### config.mk
export PLATFORM = sky130hd
export DESIGN_NAME = gol_matrix_scan
export DESIGN_NICKNAME = d
export VERILOG_FILES = /design/src/rtl/gol_pkg.sv /design/src/rtl/gol_scan_timer.sv /design/src/rtl/gol_matrix_scan.sv
export SDC_FILE = /design/constraint.sdc
export NUM_CORES = 1
export LEC_CHECK = 0
export CAP_MARGIN = 20
export CORE_MARGIN = 2
export CORE_UTILIZATION = 55
export CTS_CLUSTER_SIZE = 28
export DETAILED_ROUTE_END_ITERATION = 12
export PLACE_DENSITY = 0.79
export SLEW_MARGIN = 20
export SYNTH_ARGS = -nofsm -noshare
export SYNTH_HDL_FRONTEND = slang
export SYNTH_SLANG_ARGS = --single-unit
### constraint.sdc
create_clock -name clk -period 3.8 [get_ports clk]
set_clock_uncertainty 0.1 [all_clocks]
set_input_delay 0.76 -clock clk [delete_from_list [all_inputs] [get_ports clk]]
set_output_delay 0.76 -clock clk [all_outputs]
set_load 0.01 [all_outputs]
### src/rtl/gol_pkg.sv
// Shared types and helpers for the Game-of-Life LED matrix scanner.
// Grid map: bit 63 is row 0 / col 0; each row is one byte, MSB first.
package gol_pkg;

    localparam int GRID_W = 64;
    localparam int ROWS   = 8;
    localparam int COLS   = 8;

    typedef enum logic [1:0] {
        IDLE,
        SHOW,
        BLANK
    } scan_state_t;

    // Row r occupies grid[63-8r -: 8].
    function automatic logic [COLS-1:0] grid_row(input logic [GRID_W-1:0] grid,
                                                 input logic [2:0]        r);
        logic [5:0] base;
        base = 6'd63 - {r, 3'b000};
        return grid[base -: COLS];
    endfunction

endpackage

### src/rtl/gol_scan_timer.sv
// Loadable down-counter shared by the dwell and blank phases of the row scan.
// o_done is high while the count sits at zero.
module gol_scan_timer #(
    parameter int W = 4
) (
    input  logic         clk,
    input  logic         reset_n,
    input  logic         i_load,
    input  logic [W-1:0] i_load_val,
    output logic         o_done
);

    logic [W-1:0] r_count;

    always_ff @(posedge clk or negedge reset_n) begin
        if (!reset_n) begin
            r_count <= '0;
        end else if (i_load) begin
            r_count <= i_load_val;
        end else if (r_count != '0) begin
            r_count <= r_count - W'(1);
        end
    end

    assign o_done = (r_count == '0);

endmodule

### src/rtl/gol_matrix_scan.sv
// Double-buffered 8x8 LED row scanner for Game-of-Life generations; requests a new
// generation every FRAMES_PER_GEN frames. All matrix outputs are registered.
module gol_matrix_scan #(
    parameter int DWELL          = 1000,
    parameter int BLANK          = 16,
    parameter int FRAMES_PER_GEN = 30
) (
    input  logic                       clk,
    input  logic                       reset_n,
    input  logic [gol_pkg::GRID_W-1:0] grid_in,
    input  logic                       grid_valid,
    output logic                       grid_ready,
    output logic                       gen_step,
    output logic [7:0]                 row_en,
    output logic [7:0]                 col_on,
    output logic                       frame_start
);

    localparam int DW_W  = $clog2(DWELL + 1);
    localparam int BL_W  = (BLANK > 0) ? $clog2(BLANK + 1) : 1;
    localparam int TMR_W = (DW_W > BL_W) ? DW_W : BL_W;
    localparam int FR_W  = $clog2(FRAMES_PER_GEN + 1);

    localparam logic [TMR_W-1:0] DWELL_LOAD = TMR_W'(DWELL - 1);
    localparam logic [TMR_W-1:0] BLANK_LOAD = TMR_W'((BLANK > 0) ? BLANK - 1 : 0);
    localparam logic [FR_W-1:0]  FR_LAST    = FR_W'(FRAMES_PER_GEN - 1);

    gol_pkg::scan_state_t r_state, w_state_next;

    logic [2:0]       r_row, w_row_next;
    logic [FR_W-1:0]  r_frame_cnt;
    logic [63:0]      r_pending, r_display, w_display_next;
    logic             r_pending_full;
    logic             r_gen_step, r_frame_start;
    logic [7:0]       r_row_en, r_col_on;

    logic             w_tmr_load, w_tmr_done;
    logic [TMR_W-1:0] w_tmr_val;
    logic             w_swap, w_boundary, w_accept;
    logic             w_gen_step_next, w_frame_start_next;
    logic [7:0]       w_row_en_next, w_col_on_next;

    assign w_accept   = grid_valid && !r_pending_full;
    assign grid_ready = !r_pending_full;

    gol_scan_timer #(.W(TMR_W)) u_timer (
        .clk        (clk),
        .reset_n    (reset_n),
        .i_load     (w_tmr_load),
        .i_load_val (w_tmr_val),
        .o_done     (w_tmr_done)
    );

    always_ff @(posedge clk or negedge reset_n) begin
        if (!reset_n) begin
            r_state        <= gol_pkg::IDLE;
            r_row          <= '0;
            r_frame_cnt    <= '0;
            r_pending      <= '0;
            r_display      <= '0;
            r_pending_full <= 1'b0;
            r_gen_step     <= 1'b0;
            r_frame_start  <= 1'b0;
            r_row_en       <= '0;
            r_col_on       <= '0;
        end else begin
            r_state       <= w_state_next;
            r_row         <= w_row_next;
            r_display     <= w_display_next;
            // swap and accept are exclusive: one needs pending full, the other empty
            if (w_swap) begin
                r_pending_full <= 1'b0;
            end else if (w_accept) begin
                r_pending      <= grid_in;
                r_pending_full <= 1'b1;
            end
            if (w_boundary) begin
                r_frame_cnt <= (r_frame_cnt == FR_LAST) ? '0 : r_frame_cnt + FR_W'(1);
            end
            r_gen_step    <= w_gen_step_next;
            r_frame_start <= w_frame_start_next;
            r_row_en      <= w_row_en_next;
            r_col_on      <= w_col_on_next;
        end
    end

    always_comb begin
        w_state_next = r_state;
        w_row_next   = r_row;
        w_tmr_load   = 1'b0;
        w_tmr_val    = DWELL_LOAD;
        w_boundary   = 1'b0;
        w_swap       = 1'b0;
        case (r_state)
            gol_pkg::IDLE: begin
                if (r_pending_full) begin
                    w_state_next = gol_pkg::SHOW;
                    w_row_next   = '0;
                    w_tmr_load   = 1'b1;
                    w_swap       = 1'b1;
                end
            end
            gol_pkg::SHOW: begin
                if (w_tmr_done) begin
                    w_tmr_load = 1'b1;
                    if (BLANK > 0) begin
                        w_state_next = gol_pkg::BLANK;
                        w_tmr_val    = BLANK_LOAD;
                    end else begin
                        w_row_next = r_row + 3'd1;
                        w_boundary = (r_row == 3'd7);
                    end
                end
            end
            gol_pkg::BLANK: begin
                if (w_tmr_done) begin
                    w_state_next = gol_pkg::SHOW;
                    w_row_next   = r_row + 3'd1;
                    w_tmr_load   = 1'b1;
                    w_boundary   = (r_row == 3'd7);
                end
            end
            default: w_state_next = gol_pkg::IDLE;
        endcase
        // A word accepted in the boundary cycle is not yet in pending here.
        if (w_boundary) begin
            w_swap = r_pending_full;
        end
    end

    always_comb begin
        w_display_next     = w_swap ? r_pending : r_display;
        w_row_en_next      = '0;
        w_col_on_next      = '0;
        if (w_state_next == gol_pkg::SHOW) begin
            w_row_en_next = 8'b1 << w_row_next;
            w_col_on_next = gol_pkg::grid_row(w_display_next, w_row_next);
        end
        w_frame_start_next = w_boundary ||
                             (r_state == gol_pkg::IDLE && w_state_next == gol_pkg::SHOW);
        w_gen_step_next    = w_boundary && (r_frame_cnt == FR_LAST);
    end

    assign gen_step    = r_gen_step;
    assign frame_start = r_frame_start;
    assign row_en      = r_row_en;
    assign col_on      = r_col_on;

endmodule
==> metrics.md, run 1 <==
| Metric | Value |
|---|---|
| Outcome | `finished clean` |
| WL per Instance | `around 19 um` |
| CTS tree | `built` |
| GPL Wtd Cong | `0.794` |
| Post-synth top area share | `0.596` |
| CP cell instances | `or4_4 -> or3_1 -> o21ai_4 -> buf_12 -> mux2_2 -> mux2_2 -> o22ai_1 -> o22ai_1` |
| Latest clock arrival within the worst-skew pair | `around 420 ps` |
| CP max stage delay | `560 ps` |
| Final period utilization | `0.871` |
| Die Wd | `117 um` |
| WL met2 | `between 7000 and 8000 um` |
| Slew @ Worst Pin | `approximately 820 ps` |
| Final Max Tran Viols | `0` |
| Net Count, Synth | `571` |
| Placed inst area | `~8000 um^2` |
| Clock-pin slew on the worst setup and hold paths | `60 ps` |
| DRC viols | `0` |
| Crit path max fanout | `64` |
| Worst setup margin | `488 ps` |
| Layout cells sized above 1 | `0.281` |
| Slew margin rel. | `0.451` |
| Synthesis-stage register bit count | `167` |
| # H-tree levels | `4` |
| Slowest CP cell | `or4_4` |
| Worst EP required | `3970 ps` |
| CTS sink cnt | `167` |
| Worst r2r path cells | `8` |
| Crit Path Class | `reg -> reg` |
| Fin Setup TNS | `0 ps` |
| Leak Pwr | `3.62 nW` |
| Synthesized area per cell | `14.2 um^2` |
| PwrDens | `766 nW/um^2` |
| GRT Residual Overflow | `0` |
| Post-Syn Area | `7010 um^2` |
| R2r setup slk | `490 ps` |
| Via Count | `between 4,000 and 5,000` |
| CTS Buffer Depth | `2` |
| DIE HEIGHT | `117 um` |
| RSZ-0062 raised after global routing | `false` |
| HPWL Detailed | `around 10000 um` |
| Count leader, synth | `dfrtp_1` |
| Setup-failing EPs final | `0` |
| Cell taking the most area after synthesis | `dfrtp_1` |
| Nets | `664` |
| Die area | `between 10,000 and 15,000 um^2` |
| Critical R2R Capture | `col_on[3]$_DFF_PN0_` |
| Hold WC Path Type | `in -> async` |
| Hold Vio Cnt, Final | `0` |
| Async SR Flop Fraction | `1.00` |
| Distinct cells, synth | `between 40 and 50` |
| Total track usage | `0.233` |
| Sequential share of the synthesized area | `0.596` |
| Drt first-iter violations | `~260` |
| CTS resizes | `0` |
| First-pass GRT wire length | `23,600 um` |
| Root Driver | `clkbuf_16` |
| # diodes | `0` |
| Filler cell count | `925` |
| Crit path time final | `3310 ps` |
| Via density | `5.62` |
| Setup Fix Bufs, Post-CTS | `0` |
| Peak VDD IR | `0.427 mV` |
| Synth Flop Type | `dfrtp_1` |
| Port Buffer Count | `between 80 and 90` |
| Num CTS Buffers | `17` |
| Syn Inst Count | `495` |
| Largest net degree at the start of global routing | `93` |
| WHS | `a little over 300 ps` |
| Initial Util | `0.560` |
| Post-synth top cells | `167 x dfrtp_1, 116 x mux2_2, 24 x nand2_1` |
| First-pass DRT Iterations | `4` |
| Max frequency | `about 300 MHz` |
| Startpoint types | `register` |
| # hold bufs at CTS | `0` |
| Area growth syn-to-layout | `23.8%` |
| CORE AREA | `roughly 13,000 um^2` |
| Met1 WL | `6470 um` |
| Dpl ws | `504 ps` |
| Max cap viols | `0` |
| Highest Signal Layer | `met4` |
| Final total power | `6.65 mW` |
| RR Startpoint | `u_timer.r_count[6]$_DFFE_PN0P_` |
| Post-synth EDFFs | `0` |
| IO Pins | `86` |
| CP Capture Type | `register` |
| Top post-synthesis cells by area | `dfrtp_1 60%, mux2_2 19%, mux2_1 3.5%` |
| Row count | `41` |
| Initial antenna violation count | `0` |
| Final WL | `14,600 um` |
| Antenna viol nets, final | `0` |
| Synthesis Warnings | `0` |
| Design area | `8680 um^2` |
| Data arrival, critical path | `~3500 ps` |
| WL met3 | `580 um` |
| Vias in the first global route | `4,541` |
[placed cells by master, fill, tap and decap left out, drive strengths merged, types with 2 or more instances in the layout]
| cell | netlist | routed |
|---|---|---|
| mux2 | 144 | 144 |
| a221o | 2 | 2 |
| clkdlybuf4s50 | 0 | 84 |
| clkinv | 0 | 4 |
| mux2i | 17 | 17 |
| a21o | 2 | 2 |
| a32o | 2 | 2 |
| nor2b | 3 | 3 |
| dfrtp | 167 | 167 |
| or3 | 3 | 3 |
| and2 | 2 | 2 |
| nor3 | 11 | 11 |
| bufinv | 0 | 5 |
| nand2 | 24 | 24 |
| ha | 9 | 9 |
| o22ai | 16 | 16 |
| or4 | 2 | 2 |
| o21ai | 14 | 14 |
| xnor2 | 2 | 2 |
| a21oi | 6 | 6 |
| clkinvlp | 0 | 2 |
| inv | 9 | 9 |
| clkbuf | 9 | 21 |
| nand2b | 3 | 3 |
| o211ai | 2 | 2 |
| xor2 | 2 | 2 |
| nor2 | 14 | 14 |
| buf | 12 | 11 |
| o31ai | 7 | 7 |
| nand3 | 4 | 4 |
[sequential cells by signal (all words and copies together) (netlist names)]
name,flops
u_timer.r_count,10
gen_step,1
r_pending,64
r_row,3
r_frame_cnt,5
r_state,2
r_display,64
frame_start,1
col_on,8
r_pending_full,1
row_en,8
[worst max path at each step]
stage | start | to | slack (ps) | cells past startpoint
floorplan | u_timer.r_count[7]$_DFFE_PN0P_ | col_on[1]$_DFF_PN0_ | 810 | 9
CTS | u_timer.r_count[6]$_DFFE_PN0P_ | col_on[0]$_DFF_PN0_ | 500 | 9
finish | u_timer.r_count[6]$_DFFE_PN0P_ | col_on[3]$_DFF_PN0_ | 490 | 8
global route | u_timer.r_count[6]$_DFFE_PN0P_ | col_on[3]$_DFF_PN0_ | 280 | 7
global placement | u_timer.r_count[7]$_DFFE_PN0P_ | col_on[4]$_DFF_PN0_ | 630 | 8
detailed placement | u_timer.r_count[7]$_DFFE_PN0P_ | col_on[0]$_DFF_PN0_ | 500 | 9
[worst max-delay path, delay by kind of cell (launching register included)]
| family | cells | cell delay [ps] |
|---|---|---|
| AOI/OAI and AO/OA | 3 | 510 |
| buffers and inverters | 1 | 330 |
| DFF | 1 | 430 |
| muxes | 2 | 660 |
| and+or+nand+nor | 2 | 1080 |
[area by class of cell]
class	count	area [um^2]	share of cell area
clock buffer	21	460	0.0530
clock inverter	11	196	0.0226
inverter	9	33.8	0.00389
multi-input combinational	298	2660	0.306
sequential	167	4180	0.481
tap	172	215	0.0248
timing repair buffer	95	940	0.108
[through the flow]
step                instances   util
floorplan                 495      -
global placement          741  0.641
detailed placement        741  0.641
CTS                       773  0.694
global route              773  0.694
finish                    773  0.694
[power by group]
group          internal, mW  switching (mW)  total [mW]  leakage, nW
clock                  1.20           0.681        1.88        0.313
sequential             2.48           0.344        2.82         2.00
combinational          1.07           0.872        1.95         1.31
total                  4.76            1.90        6.65         3.62
[routing by layer]
layer	track usage	up-vias
met1	0.311	2220
met2	0.373	118
met5	0	-
met4	0.109	0
li1	-	1975
met3	0.0474	32
[cells by family (layout without fill, tap and decap cells)]
kind of cell,Yosys count,in the layout,share of synthesized area
multiplexers,161,161,0.259
flip-flops,167,167,0.596
AND/OR/NAND/NOR,69,69,0.0464
XOR/XNOR,4,4,0.00500
adder cells (fa/ha/maj),9,9,0.0161
buffers and inverters,30,136,0.0259
AO/OA/AOI/OAI,55,55,0.0521
Note: power is estimated with default switching activity, not from simulation.
==> run 2, diff against run 1 <==
--- a/config.mk
+++ b/config.mk
@@ -11,7 +11,6 @@
 export CTS_CLUSTER_SIZE = 28
 export DETAILED_ROUTE_END_ITERATION = 12
 export PLACE_DENSITY = 0.79
-export SLEW_MARGIN = 20
 export SYNTH_ARGS = -nofsm -noshare
 export SYNTH_HDL_FRONTEND = slang
 export SYNTH_SLANG_ARGS = --single-unit
==> constraint.sdc (replaced) <==
create_clock -name clk -period 3.8 [get_ports clk]
set_clock_uncertainty 0.1 [all_clocks]
set_input_delay 0.38 -clock clk [delete_from_list [all_inputs] [get_ports clk]]
set_output_delay 0.38 -clock clk [all_outputs]
set_load 0.01 [all_outputs]
==> run 2 against run 1 <==
Net effect: clock-buffer cell count grew 1; die area is the same; first-iteration DRC count grew 1.1%; worst setup slack lost 31 ps; register-to-register slack lost 30 ps; via count shrank 1.6%; sequential share of layout area grew 0.15 points; combinational power is essentially flat; clock power shrank 9%; largest cell class unchanged; wire length shrank 3.0%; non-clock buffer count grew 2; critical path depth is the same.
==> metrics.md, run 2 (synthesized netlist as in run 1, its figures left out) <==
| Metric | Value |
|---|---|
| Outcome | `finished clean` |
| Vias in the first global route | `4,457` |
| Antenna viol nets, final | `0` |
| Int Pwr | `4.58 mW` |
| CTS resizes | `0` |
| Row count | `41` |
| Routing usage on met2 | `0.364` |
| Worst setup margin | `458 ps` |
| Peak VDD IR | `0.397 mV` |
| Dpl ws | `509 ps` |
| IO Pins | `86` |
| Root Driver | `clkbuf_16` |
| CP Capture Type | `register` |
| CORE AREA | `12,500 um^2` |
| Switching share of power | `0.291` |
| Latest clock arrival within the worst-skew pair | `420 ps` |
| DIE HEIGHT | `between 100 and 150 um` |
| Max frequency | `between 200 and 300 MHz` |
| Total track usage | `0.225` |
| Drt first-iter violations | `266` |
| # hold bufs at CTS | `0` |
| Final WL | `14,200 um` |
| Slew @ Worst Pin | `slightly below 600 ps` |
| HPWL Detailed | `9610 um` |
| Largest net degree at the start of global routing | `121` |
| Commonest non-fill, non-tap cell in the layout | `dfrtp_1` |
| Most frequent cells in the layout | `167 x dfrtp_1, 116 x mux2_2, 84 x clkdlybuf4s50_1` |
| # H-tree levels | `4` |
| Num CTS Buffers | `17` |
| GPL Wtd Cong | `a little over 0.8` |
| Final total power | `6.46 mW` |
| Hold Vio Cnt, Final | `0` |
| PwrDens | `around 750 nW/um^2` |
| Crit path max fanout | `64` |
| RSZ-0062 raised after global routing | `false` |
| Layout cells sized above 1 | `0.282` |
| Nets | `666` |
| Filler cell count | `approximately 880` |
| Crit Path Class | `reg -> reg` |
| Port Buffer Count | `85` |
| Initial antenna violation count | `0` |
| Crit path time final | `~3300 ps` |
| Setup-failing EPs final | `0` |
| Die area | `13,700 um^2` |
| Biggest regs | `r_display (64), r_pending (64), u_timer.r_count (10)` |
| Worst EP required | `3970 ps` |
| Global route hottest layer | `met2` |
| Global routing usage on met1 | `0.303` |
| First-pass GRT wire length | `22,800 um` |
| Slew margin rel. | `0.614` |
| WHS | `roughly 380 ps` |
| GRT Residual Overflow | `0` |
| Die Wd | `117 um` |
| Data arrival, critical path | `3520 ps` |
| DRC viols | `0` |
| CTS tree | `built` |
| NetSw | `around 1.9 mW` |
| Fin Setup TNS | `0 ps` |
| # diodes | `0` |
| Met3 Track Usage GR | `0.0530` |
| Logic pwr share | `0.302` |
| First-pass DRT Iterations | `7` |
| Final period utilization | `0.880` |
| Startpoint types | `register` |
| Initial Util | `0.560` |
| CTS sink cnt | `approximately 170` |
| CTS Buffer Depth | `2` |
| Final Max Tran Viols | `0` |
| Setup Fix Bufs, Post-CTS | `0` |
| Max cap viols | `0` |
| Clock-pin slew on the worst setup and hold paths | `60 ps` |
| Clock share of power | `0.264` |
| Sequential share of power | `0.434` |
| Via Count | `4,275` |
| Area growth syn-to-layout | `23.4%` |
| WL per Instance | `18.3 um` |
| Hold WC Path Type | `reg -> reg` |
| Leak Pwr | `roughly 3.6 nW` |
| Via density | `5.52` |
run 2: changes by cell type in the layout (fill, tap and decap cells not counted):
cell | before | now
buf_16 | 0 | 1
bufinv_16 | 5 | 2
clkbuf_8 | 2 | 3
clkinv_2 | 1 | 3
clkinv_4 | 3 | 1
clkinvlp_4 | 2 | 1
dlygate4sd3_1 | 0 | 1
inv_6 | 0 | 3
run 2: power by group through the flow:
| stage | logic, mW | registers [mW] | clock network [mW] |
|---|---|---|---|
| 3_3_place_gp | 1.85 | 2.80 | 0 |
| 6_report | 1.95 | 2.80 | 1.71 |
| 4_1_cts | 1.96 | 2.81 | 1.73 |
| 2_1_floorplan | 1.44 | 2.70 | 0 |
| 3_5_place_dp | 1.93 | 2.83 | 0 |
| 5_1_grt | 2.12 | 2.88 | 1.81 |
run 2: critical path, cell delays in order, from the launching register on:
cell,delay [ps]
dfrtp_1,410
or4_4,580
or3_1,520
o21ai_4,230
buf_12,320
mux2_2,400
mux2_2,290
o22ai_1,140
o22ai_1,130
run 2: per-layer routing:
metal / vias up / part of all wire
met2: 106 / 0.49
met3: 25 / 0.046
met5: - / 0
li1: 1969 / -
met4: 0 / 0.019
met1: 2175 / 0.45
run 2: per-stage QoR:
stage	cell area (um^2)	cells	util
after floorplan	7010	495	-
after global placement	8030	741	0.641
after detailed placement	8030	741	0.641
after CTS	8620	773	0.689
after global routing	8660	775	0.692
final	8660	775	0.692
run 2: path summary, 6_finish.rpt:
| check | start | to | slack [ps] | cells past startpoint |
|---|---|---|---|---|
| hold / removal | r_display[27]$_DFF_PN0_ | r_display[27]$_DFF_PN0_ | 380 | 1 |
| setup reg to reg | u_timer.r_count[7]$_DFFE_PN0P_ | col_on[3]$_DFF_PN0_ | 460 | 8 |
| min in group asynchronous | reset_n | r_pending[16]$_DFFE_PN0P_ | 390 | 2 |
| hold reg to reg | r_display[27]$_DFF_PN0_ | r_display[27]$_DFF_PN0_ | 380 | 1 |
| setup / recovery | u_timer.r_count[7]$_DFFE_PN0P_ | col_on[3]$_DFF_PN0_ | 460 | 8 |
| max in group asynchronous | reset_n | r_pending[59]$_DFFE_PN0P_ | 2300 | 4 |
run 2: cell type report:
cell class,count,area [um^2],share of cell area
sequential,167,4180,0.483
clock inverter,10,118,0.0136
multi-input combinational,298,2660,0.307
timing repair buffer,97,977,0.113
tap,172,215,0.0249
inverter,9,33.8,0.00390
clock buffer,22,474,0.0548
